--- src/rtl/alu_pkg.sv ---
// Shared ALU types: operation codes, status flags, and the write-back FSM/exception enums.
package alu_pkg;

  // Encodings 4'd9..4'd15 are unassigned; write-back treats them as single-write ops.
  typedef enum logic [3:0] {
    ADD  = 4'd0,
    SUB  = 4'd1,
    MULT = 4'd2,
    DIV  = 4'd3,
    AND  = 4'd4,
    OR   = 4'd5,
    XOR  = 4'd6,
    SLL  = 4'd7,
    SRL  = 4'd8
  } control_e;

  typedef struct packed {
    logic zero;
    logic div0;
    logic overflow;
    logic sign;
  } status_t;

  typedef enum logic [1:0] {
    NONE = 2'd0,
    DIV0 = 2'd1,
    OVF  = 2'd2
  } exc_cause_e;

  typedef enum logic [1:0] {
    IDLE  = 2'd0,
    WR_LO = 2'd1,
    WR_HI = 2'd2,
    EXC   = 2'd3
  } wb_state_e;

  // MULT and DIV carry a second result half (product-high / remainder).
  function automatic logic is_muldiv(input control_e c);
    return (c == MULT) || (c == DIV);
  endfunction

  function automatic logic is_addsub(input control_e c);
    return (c == ADD) || (c == SUB);
  endfunction

endpackage

--- src/rtl/alu_writeback.sv ---
// ALU result write-back: low half to dest, upper half of MULT/DIV to HI_REG, flag capture.
// Exception reporting (div0 trap, ADD/SUB overflow pulse) is built only with ALU_WB_EXC_EN.
module alu_writeback
  import alu_pkg::*;
#(
  parameter int                REG_AW = 4,
  parameter logic [REG_AW-1:0] HI_REG = 4'd0
) (
  input  logic              clk,
  input  logic              rst,
  // Handshake: a result is taken on a rising edge where in_valid and in_ready are both 1;
  // in_valid may be raised or dropped freely, the inputs only matter at the accepting edge.
  input  logic              in_valid,
  output logic              in_ready,
  input  control_e          control,
  input  logic [31:0]       alu_out,
  input  status_t           stat,
  input  logic [REG_AW-1:0] dest,
  output logic              wr_en,
  output logic [REG_AW-1:0] wr_addr,
  output logic [15:0]       wr_data,
  output status_t           flags,
  output logic              exc,
  output exc_cause_e        exc_cause,
  output wb_state_e         dbg_state
);

  wb_state_e   state;
  logic [15:0] hi_q;
  logic        split_q;

  logic        acc;
  logic        split;
  logic        div0_trap;
  logic        ovf_trap;
  logic [15:0] lo_data;

  always_comb begin
    acc   = in_valid && in_ready;
    split = is_muldiv(control) && !stat.div0;
`ifdef ALU_WB_EXC_EN
    div0_trap = stat.div0;
    ovf_trap  = stat.overflow && is_addsub(control);
    lo_data   = alu_out[15:0];
`else
    // Without the trap, a divide-by-zero still retires as a zero written to dest.
    div0_trap = 1'b0;
    ovf_trap  = 1'b0;
    lo_data   = stat.div0 ? 16'h0000 : alu_out[15:0];
`endif
  end

  assign dbg_state = state;

  always_ff @(posedge clk or posedge rst) begin
    if (rst) begin
      state     <= IDLE;
      in_ready  <= 1'b1;
      wr_en     <= 1'b0;
      wr_addr   <= '0;
      wr_data   <= '0;
      flags     <= '0;
      exc       <= 1'b0;
      exc_cause <= NONE;
      hi_q      <= '0;
      split_q   <= 1'b0;
    end else begin
      // Write and exception outputs are single-cycle strobes; idle value is all zero.
      wr_en     <= 1'b0;
      wr_addr   <= '0;
      wr_data   <= '0;
      exc       <= 1'b0;
      exc_cause <= NONE;
      case (state)
        IDLE, WR_LO: begin
          if (acc) begin
            flags <= stat;
            if (div0_trap) begin
              state    <= EXC;
              in_ready <= 1'b0;
              split_q  <= 1'b0;
              exc       <= 1'b1;
              exc_cause <= DIV0;
            end else begin
              state    <= WR_LO;
              wr_en    <= 1'b1;
              wr_addr  <= dest;
              wr_data  <= lo_data;
              hi_q     <= alu_out[31:16];
              split_q  <= split;
              in_ready <= !split;
              if (ovf_trap) begin
                exc       <= 1'b1;
                exc_cause <= OVF;
              end
            end
          end else if (state == WR_LO && split_q) begin
            state    <= WR_HI;
            wr_en    <= 1'b1;
            wr_addr  <= HI_REG;
            wr_data  <= hi_q;
            in_ready <= 1'b0;
          end else begin
            state    <= IDLE;
            in_ready <= 1'b1;
          end
        end
        WR_HI: begin
          state    <= IDLE;
          in_ready <= 1'b1;
          split_q  <= 1'b0;
        end
`ifdef ALU_WB_EXC_EN
        EXC: begin
          state    <= IDLE;
          in_ready <= 1'b1;
        end
`endif
        default: begin
          state    <= IDLE;
          in_ready <= 1'b1;
        end
      endcase
    end
  end

endmodule
--- config.mk ---
export PLATFORM = sky130hd
export DESIGN_NAME = alu_writeback
export DESIGN_NICKNAME = d
export VERILOG_FILES = /design/src/rtl/alu_pkg.sv /design/src/rtl/alu_writeback.sv
export SDC_FILE = /design/constraint.sdc
export NUM_CORES = 1
export LEC_CHECK = 0
export CORE_MARGIN = 3
export CORE_UTILIZATION = 44
export CTS_CLUSTER_DIAMETER = 200
export DETAILED_ROUTE_END_ITERATION = 6
export HOLD_SLACK_MARGIN = 0.05
export PLACE_DENSITY = 0.87
export SKIP_CTS_REPAIR_TIMING = 1
export SLEW_MARGIN = 10
export SYNTH_ARGS = -nofsm -noshare
export SYNTH_HDL_FRONTEND = slang
export SYNTH_SLANG_ARGS = --single-unit
--- constraint.sdc ---
create_clock -name clk -period 3.35 [get_ports clk]
set_clock_uncertainty 0.2 [all_clocks]
set_input_delay 0.67 -clock clk [delete_from_list [all_inputs] [get_ports clk]]
set_output_delay 0.67 -clock clk [all_outputs]
set_load 0.01 [all_outputs]
# Yosys cells after proc, flatten, opt, wreduce, memory -nomap -nowiden
# Cells that the tools add are included.
[op_classes]
n_addsub = 0
n_mul = 0
n_div = 0
magnitude_cmp = 0
eq_ne = 5
shift = 0
n_mux = 17
bitwise_logic = 0
n_reduce_logical = 11
[op_table]
columns = ["operator", "count"]
rows = [
  ["16-bit 2-to-1 mux", 4],
  ["4-bit by 2-bit equality test with 1-bit output (second input constant)", 2],
  ["4-bit 2-to-1 mux", 2],
  ["1-bit 2-to-1 mux", 7],
  ["2-bit 2-to-1 mux", 3],
  ["2-bit AND reduction", 2],
  ["1-bit logical AND", 3],
  ["2-bit by 1-bit equality test with 1-bit output (second input constant)", 1],
  ["2-bit equality test (second input constant)", 1],
  ["1-bit logical NOT", 2],
  ["2-bit logical NOT", 1],
  ["2-bit inequality test (second input constant)", 1],
  ["1-bit case mux with 2 select lines", 1],
  ["2-bit nonzero test", 1],
  ["2-bit OR reduction", 1],
  ["1-bit logical OR", 1],
]
[totals]
ff_bits = 45
latchBits = 0
ramBits = 0
mem_bits_ro = 0
elab_cells = 44
n_memories = 0

# Logic depth before layout (Yosys ltp)
# Gate-level depths: netlist of the first run.
[depth]
word_depth = 6
mapped_depth = 5
depth_no_buf = 3

# Least setup slack after synthesis of the first run
# Ideal clock, no wire load.
[synth_timing]
kind = "input to register"
start = "input port in_valid"
end = "register flags[0] in the netlist's numbering"
arrival_ns = 1.420
t_required_ns = 3.023
path_slack_ns = 1.602
stages = 4
n_path_buf = 2
path_cell_list = "and3b_1 > buf_6 > buf_6 > mux2_1"
[synth_between]
elab_chain_len = 2
[synth_lines]
columns = ["element", "line", "source"]
rows = [
  ["start, declared", "alu_writeback.sv:13", "input logic in_valid,"],
  ["1-bit logical AND", "alu_writeback.sv:39", "acc = in_valid && in_ready;"],
  ["2-bit AND reduction (no line)", "-", ""],
  ["end signal, assigned", "alu_writeback.sv:77", "flags <= stat;"],
  ["end, declared", "alu_writeback.sv:22", "output status_t flags,"],
]
# Every way passes these cells.
# A chain may end at the register's enable or synchronous reset.

# Worst setup path after layout of the first run
[layout_timing]
start = "input port in_valid"
end = "register wr_data[11]"
[layout_between]
elab_chain_len = 3
[layout_lines]
columns = ["element", "line", "source"]
rows = [
  ["1-bit logical AND", "alu_writeback.sv:39", ""],
  ["16-bit 2-to-1 mux", "alu_writeback.sv:76", "if (acc) begin"],
  ["16-bit 2-to-1 mux", "alu_writeback.sv:74", "case (state)"],
  ["end signal, assigned", "alu_writeback.sv:88", "wr_data <= lo_data;"],
  ["end signal, assigned", "alu_writeback.sv:101", "wr_data <= hi_q;"],
  ["end, declared", "alu_writeback.sv:21", "output logic [15:0] wr_data,"],
]
# Every way passes these cells.

==> impl_metrics.env, run 1 <==
export IMPL_critPathSlowestCell="clkdlybuf4s50_1"
export IMPL_finish_instance_area_mm2=0.002510
export IMPL_core_mm2=0.003521
export IMPL_synth_top_area_share_pct=65.28
export IMPL_synth_xor_area_share_pct=0
export IMPL_cts_tree="done"
export IMPL_setup_violations=0
export IMPL_grt_pass1_vias=1212
export IMPL_worst_path_buf_inv=2
export IMPL_synth_fa_ha_area_share_pct=0
export IMPL_synth_area_per_cell_um2=15.76
export IMPL_placed_area_mm2=0.002420
export IMPL_worstPathArrival_ps=2300
export IMPL_synthSimpleGateAreaFrac_pct=4.377
export IMPL_power_density_mw_per_mm2=441.1
export IMPL_io_pin_count=78
export IMPL_critPathLaunchType="input port"
export IMPL_antenna_found_initial=0
export IMPL_rows=21
export IMPL_root_buffer="clkbuf_8"
export IMPL_ir_drop_mv=0.2969
export IMPL_reg2reg_setup_slack_ps=1440
export IMPL_cts_max_level=2
export IMPL_fin_setup_tns_ps=0
export IMPL_start_util_pct=47.90
export IMPL_rsz0062_at_grt="false"
export IMPL_numCtsBuffers=5
export IMPL_area_delta_synth_final_pct=48.81
export IMPL_post_route_min_period_ps=2273
export IMPL_synth_compound_area_share_pct=10.16
export IMPL_drt_pass1_iter_count=4
export IMPL_fillers=257
export IMPL_fin_nets=229
export IMPL_drt_total_wl_mm=3.532
export IMPL_drc=0
export IMPL_ys_top_cells_by_area="dfrtp_1, mux2_1, a22o_1, buf_6, dfstp_2"
export IMPL_hold_ws_ps=289.1
export IMPL_die_w_um=67.92
export IMPL_antenna_cells=0
export IMPL_maxSlewViolCount=0
export IMPL_detailedPlace_worstSlack_ps=788.3
export IMPL_overflow=0
export IMPL_die_area_mm2=0.004612
export IMPL_maxSlewHeadroom_pct=42.29
export IMPL_hp_class="reg -> reg"
export IMPL_vias=1095
export IMPL_gp_congestion=0.6456
export IMPL_max_freq_ghz=0.4399
export IMPL_ys_seq_area_share_pct=66.84
export IMPL_path_class="in -> reg"
export IMPL_leakage_nw=1.076
export IMPL_critical_path_max_stage_delay_ps=540
export IMPL_setup_ws_ps=1077
export IMPL_avgRoutedWirePerCell_um=15.42
export IMPL_path_cells="clkdlybuf4s50_1 > and3b_1 > buf_4 > nor2b_4 > a22o_1"
export IMPL_yosys_register_bits=45
export IMPL_critical_path_max_fanout=16
export IMPL_ys_warnings_count=0
export IMPL_path_clk_slew_ps=80
export IMPL_synth_cells=107
export IMPL_synth_top_family_by_area="multiplexers"
export IMPL_cts_num_sinks=45
export IMPL_ant_nets=0
export IMPL_worst_pin_slew_ps=864.3
export IMPL_drive_gt1_share_pct=6.557
export IMPL_yosysTopAreaCell="dfrtp_1"
export IMPL_cp_required_ps=3380
export IMPL_final_util_pct=71.29
export IMPL_period_share_pct=67.86
export IMPL_dr_first_iter_drc_count=42
export IMPL_grt_usage_pct=17.32
export IMPL_crit_path_end_kind="register"
export IMPL_hold_violations=0
export IMPL_ys_types=20
export IMPL_cp_top_family="buffers and inverters"
export IMPL_clockBufferDepth=2
export IMPL_syn_area_mm2=0.001687
export IMPL_max_cap_viol_count=0
export IMPL_dieHeight_um=67.92
export IMPL_layout_common_cells="clkdlybuf4s50_1, dfrtp_1, mux2_1"
export IMPL_status="finished clean"
export IMPL_drt_vias_per_instance=4.782
export IMPL_final_common_cell="clkdlybuf4s50_1"
export IMPL_numPortBuffers=73
export IMPL_synth_area_mux_share_pct=13.35
export IMPL_grt_max_degree=46
export IMPL_grt_pass1_wl_mm=5.630
export IMPL_clk_latency_ps=290
logic make-up (layout without fill, tap and decap cells):
| logic type | after synthesis | after routing |
|---|---|---|
| other | 1 | 3 |
| and+or+nand+nor | 10 | 10 |
| DFF | 45 | 45 |
| AOI/OAI and AO/OA | 20 | 20 |
| buffers and inverters | 11 | 85 |
| muxes | 20 | 20 |
through the flow:
stage          total power [mW]  cells
5_1_grt                   1.170    229
3_3_place_gp             0.7838    221
3_5_place_dp             0.7941    221
4_1_cts                   1.125    229
6_report                  1.107    229
2_1_floorplan            0.6880    109
sequential cells by signal, indices dropped and copies added (netlist names):
signal / cells
hi_q: 16
wr_data: 16
flags: 4
wr_addr: 4
dbg_state: 2
in_ready: 1
split_q: 1
wr_en: 1
final timing paths:
path | startpoint | endpoint | depth (start not counted)
setup reg to reg | in_ready | wr_data[11] | 4
max in group asynchronous | rst | wr_data[7] | 2
setup / recovery | in_valid | wr_data[11] | 5
min in group asynchronous | rst | wr_data[2] | 2
hold reg to reg | hi_q[5] | wr_data[5] | 1
hold / removal | hi_q[5] | wr_data[5] | 1
cells in the mapped netlist:
library cell and n:
buf_2 2, o21ai_0 1, nand2b_1 1, nand3b_1 1
dfstp_2 1, nor2b_4 1, mux2_1 20, and3b_1 1
conb_1 1, a21oi_1 1, and2_1 4, o21ai_1 1
nand2_1 1, inv_1 2, buf_4 3, dfrtp_1 44
a22o_1 16, nor4b_1 1, a21oi_4 1, buf_6 4
metal layers:
metal	track usage, %	wire length, µm
met5	0	0
met4	7.692	62
met3	7.389	293
met2	29.28	1944
met1	18.89	1232
worst register-to-register path, stage by stage, from the launching register on:
cell	delay [ps]
dfstp_2	570
and3b_1	210
buf_4	240
nor2b_4	420
a22o_1	220
power breakdown:
group / internal, mW / leakage [nW] / switching, mW / total (mW)
registers: 0.587 / 0.562 / 0.0193 / 0.606
logic: 0.111 / 0.468 / 0.0633 / 0.174
clock network: 0.168 / 0.0455 / 0.159 / 0.327
total: 0.865 / 1.08 / 0.242 / 1.11
layout make-up:
cell class | instances | area (µm²) | share of cell area [%]
Tap cell | 46 | 57.56 | 2.293
Multi-Input combinational cell | 53 | 481.7 | 19.19
Clock buffer | 8 | 90.09 | 3.589
Timing Repair Buffer | 75 | 745.7 | 29.71
Inverter | 2 | 7.507 | 0.2991
Sequential cell | 45 | 1127 | 44.92
Note: power is estimated with default switching activity, not from simulation.
==> run 2: changes to the inputs <==
CORE_UTILIZATION = 40   (was 44)
PLACE_DENSITY = 0.8   (was 0.87)
clock period = 2.15 ns   (was 3.35 ns; I/O delays follow)
==> run 2 against run 1 <==
Against the previous run:
- setup slack got worse by 970 ps
- combinational power rose by 63%
- sequential power rose by 56%
- via count rose by 1.9%
- power rose by 56%
- first-iteration DRC count fell by 21%
- clock power rose by 53%
- non-clock buffer count rose by 3
- highest routed layer unchanged
==> impl_metrics.env, run 2 (synthesis gave the netlist of run 1 again) <==
export IMPL_die_w_um=70.94
export IMPL_core_mm2=0.003854
export IMPL_drt_pass1_iter_count=4
export IMPL_clockBufferDepth=2
export IMPL_period_share_pct=95.05
export IMPL_antenna_cells=0
export IMPL_worstPathArrival_ps=1410
export IMPL_grt_pass1_vias=1210
export IMPL_hold_violations=0
export IMPL_grt_pass1_wl_mm=5.927
export IMPL_worst_path_buf_inv=1
export IMPL_wl_met3_um=261
export IMPL_cts_max_level=2
export IMPL_multi_input_area_um2=481.7
export IMPL_avgRoutedWirePerCell_um=15.45
export IMPL_critical_path_max_fanout=3
export IMPL_regArea_mm2=0.001127
export IMPL_ant_nets=0
export IMPL_dieHeight_um=70.94
export IMPL_cp_top_family="flip-flops"
export IMPL_numCtsBuffers=5
export IMPL_layout_cells_non_filler=234
export IMPL_overflow=0
export IMPL_critical_path_max_stage_delay_ps=580
export IMPL_critPathSlowestCell="dfstp_2"
export IMPL_wl_met2_mm=1.976
export IMPL_leakage_nw=1.093
export IMPL_critPathLaunchType="register"
export IMPL_cts_num_sinks=45
export IMPL_drt_total_wl_mm=3.616
export IMPL_rows=22
export IMPL_numPortBuffers=73
export IMPL_final_common_cell="clkdlybuf4s50_1"
export IMPL_finish_instance_area_mm2=0.002554
export IMPL_largestRegisters="hi_q x16, wr_data x16"
export IMPL_antenna_found_initial=0
export IMPL_grt_usage_pct=15.53
export IMPL_io_pin_count=78
export IMPL_vias=1116
export IMPL_maxSlewViolCount=0
export IMPL_dr_first_iter_drc_count=33
export IMPL_status="finished clean"
export IMPL_ir_drop_mv=0.4568
export IMPL_final_util_pct=66.27
export IMPL_fin_nets=232
export IMPL_drive_gt1_share_pct=8.065
export IMPL_crit_path_end_kind="output port"
export IMPL_highest_signal_layer="met4"
export IMPL_power_mw=1.726
export IMPL_max_freq_ghz=0.4893
export IMPL_fin_setup_tns_ps=0
export IMPL_max_cap_viol_count=0
export IMPL_layout_common_cells="clkdlybuf4s50_1, dfrtp_1, mux2_1"
export IMPL_setup_violations=0
export IMPL_placed_area_mm2=0.002470
export IMPL_placed_cells=226
export IMPL_clk_latency_ps=290
export IMPL_root_buffer="clkbuf_8"
export IMPL_setup_ws_ps=106.5
export IMPL_drc=0
export IMPL_post_route_min_period_ps=2044
export IMPL_hp_class="in -> async"
export IMPL_die_area_mm2=0.005032
export IMPL_wl_met1_mm=1.313
export IMPL_gp_congestion=0.7509
export IMPL_path_class="reg -> out"
export IMPL_power_density_mw_per_mm2=675.8
export IMPL_path_clk_slew_ps=90
export IMPL_cts_tree="done"
export IMPL_dp_hpwl_mm=2.853
export IMPL_detailedPlace_worstSlack_ps=54.02
export IMPL_fillers=277
export IMPL_drt_vias_per_instance=4.769
export IMPL_path_cells="clkdlybuf4s50_1"
export IMPL_grt_max_degree=24
export IMPL_hold_ws_ps=149.1
export IMPL_cp_required_ps=1520
export IMPL_area_delta_synth_final_pct=51.41
export IMPL_rsz0062_at_grt="false"
export IMPL_start_util_pct=43.77
-- run 2: changes by cell type in the layout (fill, tap and decap cells not counted), sizes merged --
| cell | change |
|---|---|
| clkbuf | -1 |
| buf | +3 |
| clkinvlp | +1 |
-- run 2: area by class of cell --
cell class                      count  area share, %
Tap cell                           48          2.352
Clock buffer                        7          2.989
Sequential cell                    45          44.14
Timing Repair Buffer               78          31.06
Clock inverter                      1         0.2940
Inverter                            2         0.2940
Multi-Input combinational cell     53          18.86
-- run 2: final timing paths --
path	startpoint	to	slack [ps]	depth (start not counted)
worst min register to register	hi_q[3]	wr_data[3]	280	1
worst max-delay path	in_ready	in_ready	110	1
min in group clk	hi_q[3]	wr_data[3]	280	1
worst min-delay path	rst	wr_en	150	2
worst max register to register	in_ready	wr_data[8]	390	3
max in group asynchronous	rst	wr_data[5]	1130	3
-- run 2: routing by layer --
layer	vias up	track usage, %
met5	-	0
met2	45	27.60
met1	542	17.74
met4	0	6.263
li1	524	-
met3	5	3.977
-- run 2: where the power goes --
part           switching (mW)  total (mW)  leakage (nW)  internal (mW)
Sequential             0.0302       0.944         0.562          0.914
Combinational           0.101       0.283         0.492          0.182
Clock                   0.269       0.499        0.0385          0.230
==> RTL edit (flow settings as in run 1) <==
The parameter `REG_AW` goes from 4 to 6.
--- a/src/rtl/alu_writeback.sv
+++ b/src/rtl/alu_writeback.sv
@@ -4,5 +4,5 @@
   import alu_pkg::*;
 #(
-  parameter int                REG_AW = 4,
+  parameter int                REG_AW = 6,
   parameter logic [REG_AW-1:0] HI_REG = 4'd0
 ) (
Interface: changed (resized dest and wr_addr); port bits go from 78 to 82. The function was not compared with the original's and may differ.
==> RTL edit against run 1 <==
Worst setup slack worse by 0.040 ns; register-to-register slack worse by 0.07 ns; global-route usage down 0.053 points; wire length up 5.2%; sequential power up 4.3%; synthesized area up 2.7%; maximum frequency down 1.7%; die area up 2.5%; count of clock-buffer cells in the layout down 1; power up 1.9%; sequential share of layout area up 0.52 points; design area up 3.2%; sequential cell count up 2; critical path type unchanged; critical endpoint is now wr_data[14]; largest power group unchanged; highest routed layer unchanged.
==> RTL edit: results (changes against run 1) <==
- Mapped Cells: 112 (+4.7%)
- GRT Total Usage: 17.27% (-0.053 points)
- CP max FO: 32 (+16)
- Main synth FF type: dfrtp_1
- FFs w/ async S/R, synth: 100.0% (unchanged)
- HPWL Detailed: 2837 µm
- Worst-Skew Late Latency: 0.28 ns
- Layout cell share with drive strength beyond 1: 12.11% (+5.5 points)
- Number of remaining DRC errors: 0 (unchanged)
- Top cells by count, synth: dfrtp_1, a22o_1, mux2_2, mux2_1, and2_1
- Min-Delay Path Class: reg -> reg
- Routability cong.: 0.6967 (+7.9%)
- Post-DR vias/cell: 4.912 (+2.7%)
- Synth area leaders: dfrtp_1, a22o_1, mux2_2
- Clock transition at path regs: 0.08 ns (about the same)
- Largest registers: hi_q x16, wr_data x16, wr_addr x6
- Largest net degree at the start of global routing: 48 (+4.3%)
- CP max stage delay: 0.49 ns (-0.05 ns)
- Root Buffer: clkbuf_8
- Worst IR Drop VDD: 0.0003353 V (+13%)
- Worst slew margin: 38.87% (-3.4 points)
- Layout Nets: 238 (+3.9%)
- Antenna diode count: 0 (unchanged)
- P_leak: 1.112 nW (+3.3%)
- Outcome: completed
- Placed Cells: 230 (+4.1%)
- Pre-Repair DR Iteration Count: 4 (unchanged)
- Initial antenna violation count: 0 (unchanged)
- Port bufs: 77 (+5.5%)
- Synth cell types: 22 (+10%)
- PwrDens: 435.5 nW/µm² (-1.3%)
- Global-route wire length before repair: 5754 µm (+2.2%)
- Synth Warn #: 0 (unchanged)
- Routed via count: 1169 (+6.8%)
- Crit path required time: 3.37 ns (about the same)
- CTS Buffer Depth: 2 (unchanged)
- Internal power: 0.0008777 W (+1.4%)
- Initial DRC Count: 51 (+21%)
- Slowest CP cell: clkdlybuf4s50_1
- Core area: 3716 µm² (+5.5%)
- Seq/Total Area, Yosys: 67.94% (+1.1 points)
- CTS buffer count: 5 (unchanged)
- WL final: 3714 µm (+5.2%)
- H-tree levels: 2 (unchanged)
## RTL edit: worst paths after layout
check	startpoint	to	slack [ns]	cells past startpoint
setup / recovery	in_valid	wr_data[14]	1.04	5
hold / removal	hi_q[7]	wr_data[7]	0.29	1
setup reg to reg	in_ready	wr_data[14]	1.37	4
hold reg to reg	hi_q[7]	wr_data[7]	0.29	1
max in group asynchronous	rst	hi_q[12]	1.66	2
min in group asynchronous	rst	wr_data[6]	0.72	2
## RTL edit: stage by stage
stage,setup WS [ns],utilization (%),hold slack [ns],area (µm²)
CTS,1.032,69.73,0.2875,2591
finish,1.037,69.73,0.2865,2591
global placement,0.8122,67.54,0.2649,2510
floorplan,1.366,-,0.2588,1740
detailed placement,0.7354,67.54,0.2700,2510
global route,0.9177,69.73,0.3012,2591
## RTL edit: logic make-up after synthesis
group | count (synthesis) | synth area share, %
buffers and inverters | 12 | 4.404
DFF | 47 | 67.94
other | 1 | 0.2164
and+or+nand+nor | 12 | 4.982
muxes | 20 | 13.00
AOI/OAI and AO/OA | 20 | 9.458
## RTL edit: critical path, delay by kind of cell
family | cells | cell delay (ns)
simple gates | 2 | 0.62
compound gates | 1 | 0.22
buf+inv | 2 | 0.82
## RTL edit: per-layer routing
metal  wire [µm]  global-route usage [%]  vias to the layer above
met1        1378                   18.57                      577
li1            -                       -                      536
met2        1989                   31.70                       51
met3         281                   4.538                        5
met4          64                   7.299                        0
met5           0                       0                        -
## RTL edit: power by group through the flow
stage	Combinational (W)	Sequential (W)	Clock [W]
after floorplan	0.0000691	0.000650	0
after detailed placement	0.000187	0.000644	0
after global routing	0.000200	0.000637	0.000349
after global placement	0.000180	0.000641	0
after CTS	0.000187	0.000632	0.000319
final	0.000184	0.000632	0.000312
## RTL edit: final cells by class
| cell class | count | area [µm²] |
|---|---|---|
| timing repair buffer | 78 | 778.2 |
| clock buffer | 7 | 76.32 |
| fill | 272 | 1125 |
| tap | 48 | 60.06 |
| sequential | 47 | 1177 |
| multi-input combinational | 55 | 486.7 |
| inverter | 2 | 7.507 |
| clock inverter | 1 | 5.005 |
